$ cat config.mk
export PLATFORM = sky130hd
export DESIGN_NAME = cic_pcm_fifo
export DESIGN_NICKNAME = d
export VERILOG_FILES = /design/src/rtl/cic_pcm_fifo.sv
export SDC_FILE = /design/constraint.sdc
export NUM_CORES = 1
export LEC_CHECK = 0
export CORE_MARGIN = 5
export CORE_UTILIZATION = 50
export DETAILED_ROUTE_END_ITERATION = 8
export GPL_TIMING_DRIVEN = 1
export PLACE_DENSITY = 0.68
export SYNTH_ARGS = -nofsm -noshare
export SYNTH_HDL_FRONTEND = slang
export SYNTH_SLANG_ARGS = --single-unit
$ cat constraint.sdc
create_clock -name clk_div -period 7.45 [get_ports clk_div]
set_input_delay 2.235 -clock clk_div [delete_from_list [all_inputs] [get_ports clk_div]]
set_output_delay 2.235 -clock clk_div [all_outputs]
set_load 0.02 [all_outputs]
$ cat src/rtl/cic_pcm_fifo.sv
// cic_pcm_fifo: output stage behind the CIC comb.
// Drops the warm-up samples after every oversampling-ratio change, buffers the
// remaining PCM samples in a small show-ahead FIFO and serves them over a
// valid/ready read port. Also reports fill level, almost-full and sticky overflow.
module cic_pcm_fifo #(
  parameter int DW     = 16,
  parameter int DEPTH  = 16,
  parameter int AW     = 4,
  parameter int WARMUP = 8,
  parameter int AFULL  = 12
) (
  input  logic                 clk_div,
  input  logic                 reset_n,
  input  logic [2:0]           os_sel,
  input  logic signed [DW-1:0] pcm_in,
  output logic                 rd_valid,
  input  logic                 rd_ready,
  output logic signed [DW-1:0] rd_data,
  output logic [AW:0]          level,
  output logic                 almost_full,
  output logic                 overflow,
  input  logic                 ovf_clr,
  output logic                 running
);

  localparam int             WCW       = $clog2(WARMUP + 1);
  localparam logic [WCW-1:0] WARM_INIT = WCW'(WARMUP);
  localparam logic [WCW-1:0] WARM_LAST = WCW'(1);
  localparam logic [AW:0]    FULL_LVL  = (AW + 1)'(DEPTH);
  localparam logic [AW:0]    AFULL_LVL = (AW + 1)'(AFULL);

  typedef enum logic [1:0] {
    IDLE = 2'd0,
    WARM = 2'd1,
    RUN  = 2'd2
  } state_t;

  state_t               state_q;
  state_t               state_d;
  logic [2:0]           os_sel_q;
  logic                 chg;
  logic [WCW-1:0]       warm_cnt;

  // Control strobes decoded by the FSM output logic.
  logic                 flush;
  logic                 warm_load;
  logic                 warm_dec;
  logic                 wr_try;

  // FIFO storage and bookkeeping.
  logic signed [DW-1:0] mem [DEPTH];
  logic [AW-1:0]        wr_ptr;
  logic [AW-1:0]        rd_ptr;
  logic                 full;
  logic                 pop;
  logic                 wr_en;
  logic                 ovf_set;

  assign chg = (os_sel != os_sel_q);

  // Remember last cycle's oversampling select to detect ratio changes.
  always_ff @(posedge clk_div or negedge reset_n) begin
    if (!reset_n) begin
      os_sel_q <= '0;
    end else begin
      os_sel_q <= os_sel;
    end
  end

  // FSM state register.
  always_ff @(posedge clk_div or negedge reset_n) begin
    if (!reset_n) begin
      state_q <= IDLE;
    end else begin
      state_q <= state_d;
    end
  end

  // FSM next-state: disable beats everything, then (re)start, then ratio change.
  always_comb begin
    state_d = state_q;
    if (os_sel == 3'd0) begin
      state_d = IDLE;
    end else begin
      case (state_q)
        IDLE: state_d = WARM;
        WARM: begin
          if (chg) begin
            state_d = WARM;
          end else if (warm_cnt == WARM_LAST) begin
            state_d = RUN;
          end
        end
        RUN: begin
          if (chg) begin
            state_d = WARM;
          end
        end
        default: state_d = IDLE;
      endcase
    end
  end

  // FSM outputs: flush and warm-up reload on any (re)start, countdown in WARM,
  // write attempt every RUN cycle.
  always_comb begin
    flush     = 1'b0;
    warm_load = 1'b0;
    warm_dec  = 1'b0;
    wr_try    = 1'b0;
    if (os_sel == 3'd0) begin
      flush     = 1'b1;
      warm_load = 1'b1;
    end else begin
      case (state_q)
        IDLE: begin
          flush     = 1'b1;
          warm_load = 1'b1;
        end
        WARM: begin
          if (chg) begin
            flush     = 1'b1;
            warm_load = 1'b1;
          end else begin
            warm_dec = 1'b1;
          end
        end
        RUN: begin
          if (chg) begin
            flush     = 1'b1;
            warm_load = 1'b1;
          end else begin
            wr_try = 1'b1;
          end
        end
        default: begin
          flush     = 1'b1;
          warm_load = 1'b1;
        end
      endcase
    end
  end

  // Warm-up counter: number of stale samples still to discard.
  always_ff @(posedge clk_div or negedge reset_n) begin
    if (!reset_n) begin
      warm_cnt <= WARM_INIT;
    end else if (warm_load) begin
      warm_cnt <= WARM_INIT;
    end else if (warm_dec) begin
      warm_cnt <= warm_cnt - 1'b1;
    end
  end

  // Full/empty come from the level counter, not from pointer comparison.
  assign full     = (level == FULL_LVL);
  assign rd_valid = (level != '0);

  // A pop during a flush is discarded together with the rest of the contents.
  assign pop      = rd_valid & rd_ready & ~flush;

  // When full, a write only fits if the head leaves in the same cycle.
  assign wr_en    = wr_try & (~full | pop);
  assign ovf_set  = wr_try & full & ~pop;

  // Sample storage; intentionally not reset.
  always_ff @(posedge clk_div) begin
    if (wr_en) begin
      mem[wr_ptr] <= pcm_in;
    end
  end

  // Write pointer, wraps naturally at DEPTH.
  always_ff @(posedge clk_div or negedge reset_n) begin
    if (!reset_n) begin
      wr_ptr <= '0;
    end else if (flush) begin
      wr_ptr <= '0;
    end else if (wr_en) begin
      wr_ptr <= wr_ptr + 1'b1;
    end
  end

  // Read pointer, wraps naturally at DEPTH.
  always_ff @(posedge clk_div or negedge reset_n) begin
    if (!reset_n) begin
      rd_ptr <= '0;
    end else if (flush) begin
      rd_ptr <= '0;
    end else if (pop) begin
      rd_ptr <= rd_ptr + 1'b1;
    end
  end

  // Fill level: simultaneous write and pop cancel out.
  always_ff @(posedge clk_div or negedge reset_n) begin
    if (!reset_n) begin
      level <= '0;
    end else if (flush) begin
      level <= '0;
    end else begin
      case ({wr_en, pop})
        2'b10:   level <= level + 1'b1;
        2'b01:   level <= level - 1'b1;
        default: level <= level;
      endcase
    end
  end

  // Sticky overflow: a fresh drop outranks a clear in the same cycle.
  always_ff @(posedge clk_div or negedge reset_n) begin
    if (!reset_n) begin
      overflow <= 1'b0;
    end else if (ovf_set) begin
      overflow <= 1'b1;
    end else if (ovf_clr) begin
      overflow <= 1'b0;
    end
  end

  // Show-ahead head sample, forced to zero while the FIFO is empty.
  assign rd_data     = rd_valid ? mem[rd_ptr] : '0;

  assign almost_full = (level >= AFULL_LVL);
  assign running     = (state_q == RUN);

endmodule

==> results.json <==
{
  "grt_pass1_wl_mm": 34.4,
  "p_leak_uw": 0.00412,
  "antenna_found_initial": 0,
  "worstPathArrival_ns": 3.63,
  "cp_top_family": "buffers and inverters",
  "gp_congestion": 0.783,
  "synth.area.top_cells": "edfxtp_1 (68%), mux4_2 (16%), dfrtp_1 (4.9%)",
  "final_layout_size_suffix_gt1_share_pct": 22.4,
  "hp-class": "reg2reg",
  "fin_skew_ns": 0.0194,
  "worst_pin_slew_ns": 1.25,
  "syn_nets": 583,
  "drt_iter0_markers": 371,
  "fin_crit_sh_pct": 78.7,
  "timing.fmax_mhz": 170,
  "core_area_um2": 22400,
  "postCtsHoldBufs": 0,
  "h-tree-depth": 1,
  "crit_path_start_kind": "flop",
  "cp_cell_sequence": "buf_4 -> mux4_2 -> mux4_2 -> and2_1 -> clkdlybuf4s50_1",
  "syn_area_um2": 11300,
  "cp-end-kind": "primary output",
  "setup_viol": 0,
  "grt.busiest_layer": "met2",
  "synth_edf_count": 256,
  "ys_async_sr_fraction_pct": 8.24,
  "die_h_um": 160,
  "hold_ws_ns": 0.552,
  "io_buffers": 47,
  "use_met2_pct": 29.4,
  "grt.overflow.total": 0,
  "slew_viol_final": 0,
  "ys.flop_type": "edfxtp_1",
  "path_clk_slew_ns": 0.06,
  "p_per_area_nw_per_um2": 250,
  "vias": 5336,
  "cts_resized": 0,
  "cts_tree": "done",
  "tns_ns": 0,
  "synth_area_leader_cell": "edfxtp_1",
  "drt-vias-per-instance": 5.80,
  "crit_path_frequent_cell": "mux4_2",
  "yosysMostFrequentCell": "edfxtp_1",
  "synth_common_cells": "edfxtp_1 (256), mux4_2 (80), and2_1 (36)",
  "drt_wl_total_mm": 22.2,
  "avgSynthCellArea_um2": 20.6,
  "maxCapViolations": 0,
  "clock_latency_ns": 0.53,
  "clock_path_buffers": 3,
  "grt_pass1_vias": 5795,
  "start_util_pct": 50.2,
  "met1_usage_pct": 25.1,
  "yosys_warnings": 0,
  "nFillCells": 1618,
  "status": "completed",
  "slew_headroom_pct": 16.6,
  "synth_top_area_share_pct": 68.3,
  "ys_ff_latch": 279,
  "max_stage_delay_ns": 0.81,
  "synth_cell_types": 43,
  "crit_slowest_cell": "dfrtp_2",
  "rows": 55,
  "met3_usage_pct": 2.32,
  "critPathRequiredTime_ns": 5.22,
  "io_pins": 48,
  "syn_inst": 547,
  "vdd_drop_max_mv": 0.160,
  "dpl.hpwl_mm": 12.9,
  "drcViolationCount": 0,
  "path_max_fanout": 41,
  "grt_max_degree": 42,
  "rsz0062_at_grt": "false",
  "n_antenna_cell": 0,
  "postRouteAntennaNets": 0,
  "cts_root_buf": "clkbuf_16",
  "grtUsageTotal_pct": 17.6,
  "ys_seq_area_share_pct": 73.4,
  "layout_min_cycle_time_ns": 5.87,
  "wire_per_inst_um": 24.1,
  "finalHoldViolCount": 0,
  "numCtsBuffers": 28,
  "area_growth_pct": 15.7,
  "nets": 649,
  "postCtsSetupRepairBufs": 0,
  "cts.sinks": 279,
  "crit_buf_inv": 2,
  "dieArea_um2": 25600,
  "fp.dieW_um": 160,
  "first_pass_iters": 5,
  "worstSetupPathType": "reg2out"
}
worst reg2reg max path: stages, from the launching register on:
cell     delay (ns)
dfrtp_1        0.40
inv_1          0.09
ha_1           0.31
nand2_1        0.05
and3_1         0.18
nor3_1         0.49
nand2_1        0.12
nor2_1         0.19
and2_1         0.98
layout make-up:
type                       instances  area [um2]  area share (%)
clock buffer                      34         744            5.71
tap                              285         357            2.74
inverter                          12        45.0           0.346
multi-input combinational        235        2830            21.7
sequential                       279        8270            63.5
timing repair buffer              57         546            4.19
clock inverter                    18         239            1.83
final timing paths:
check | end | start | depth (start not counted) | slack, ns
max | rd_data[14] | rd_ptr[1]$_DFFE_PN0P_ | 5 | 1.58
min | overflow$_DFFE_PN0P_ | overflow$_DFFE_PN0P_ | 2 | 0.55
max reg2reg | mem[6][6]$_DFFE_PP_ | state_q[0]$_DFFE_PN0P_ | 8 | 4.24
min reg2reg | overflow$_DFFE_PN0P_ | overflow$_DFFE_PN0P_ | 2 | 0.55
max in group asynchronous | rd_ptr[0]$_DFFE_PN0P_ | reset_n | 1 | 4.36
min in group asynchronous | level[3]$_DFFE_PN0P_ | reset_n | 1 | 2.30
stage by stage:
stage	util, %	area, um2	power [uW]	setup slack (ns)	cells
after floorplan	-	11300	1790	3.19	547
after global placement	53.7	12000	1820	2.10	868
after detailed placement	53.7	12000	1830	2.07	868
after CTS	58.1	13000	3290	1.52	920
after global routing	58.1	13000	3370	1.35	920
final	58.1	13000	3260	1.58	920
cell families after synthesis:
| logic type | Yosys count | synth area share, % |
|---|---|---|
| flops | 279 | 73.4 |
| simple gates | 103 | 5.01 |
| mux | 83 | 16.3 |
| buf+inv | 33 | 1.49 |
| compound gates | 22 | 1.30 |
| xor+xnor | 14 | 1.09 |
| fa+ha+maj | 13 | 1.44 |
layout by cell type, fill, tap and decap left out, types with 2 or more instances in the layout:
cell | synthesis | layout
inv_1 | 10 | 10
o21ai_1 | 2 | 2
mux4_2 | 80 | 80
nor2_1 | 21 | 21
bufinv_16 | 0 | 5
and3_1 | 2 | 2
edfxtp_1 | 256 | 256
nand2_1 | 17 | 17
ha_1 | 13 | 13
clkinv_2 | 0 | 3
nor3b_1 | 3 | 3
or3_1 | 2 | 2
clkinvlp_4 | 0 | 5
nand4_1 | 5 | 5
nand2b_1 | 4 | 4
xnor2_1 | 10 | 10
clkinv_4 | 0 | 2
clkbuf_16 | 0 | 29
dfrtp_1 | 22 | 20
a31oi_1 | 2 | 2
clkbuf_1 | 8 | 5
a21oi_1 | 6 | 6
and2_1 | 36 | 36
mux2i_1 | 3 | 3
clkinv_1 | 2 | 4
nand3_1 | 4 | 4
nor3_1 | 4 | 4
buf_4 | 1 | 10
clkdlybuf4s50_1 | 0 | 47
xor2_1 | 4 | 4
o21ai_0 | 2 | 2
registers in the layout (all words and copies together), names as in the netlist:
name	flops
wr_ptr	4
state_q	2
os_sel_q	3
warm_cnt	4
rd_ptr	4
level	5
overflow	1
mem	256
per-layer routing:
metal	routed length [um]	part of all wire, %	up-vias
met4	452	2.0	0
met1	9450	43	2785
li1	-	-	2354
met3	1190	5.4	35
met5	0	0	-
met2	11100	50	162
report_power, final:
group	switching (uW)	leakage, uW	total, uW	internal, uW
clock	577	0.000464	1470	890
combinational	47.1	0.00105	74.2	27.1
sequential	4.82	0.00260	1720	1710
total	629	0.00412	3260	2630
Note: power is estimated with default switching activity, not from simulation.
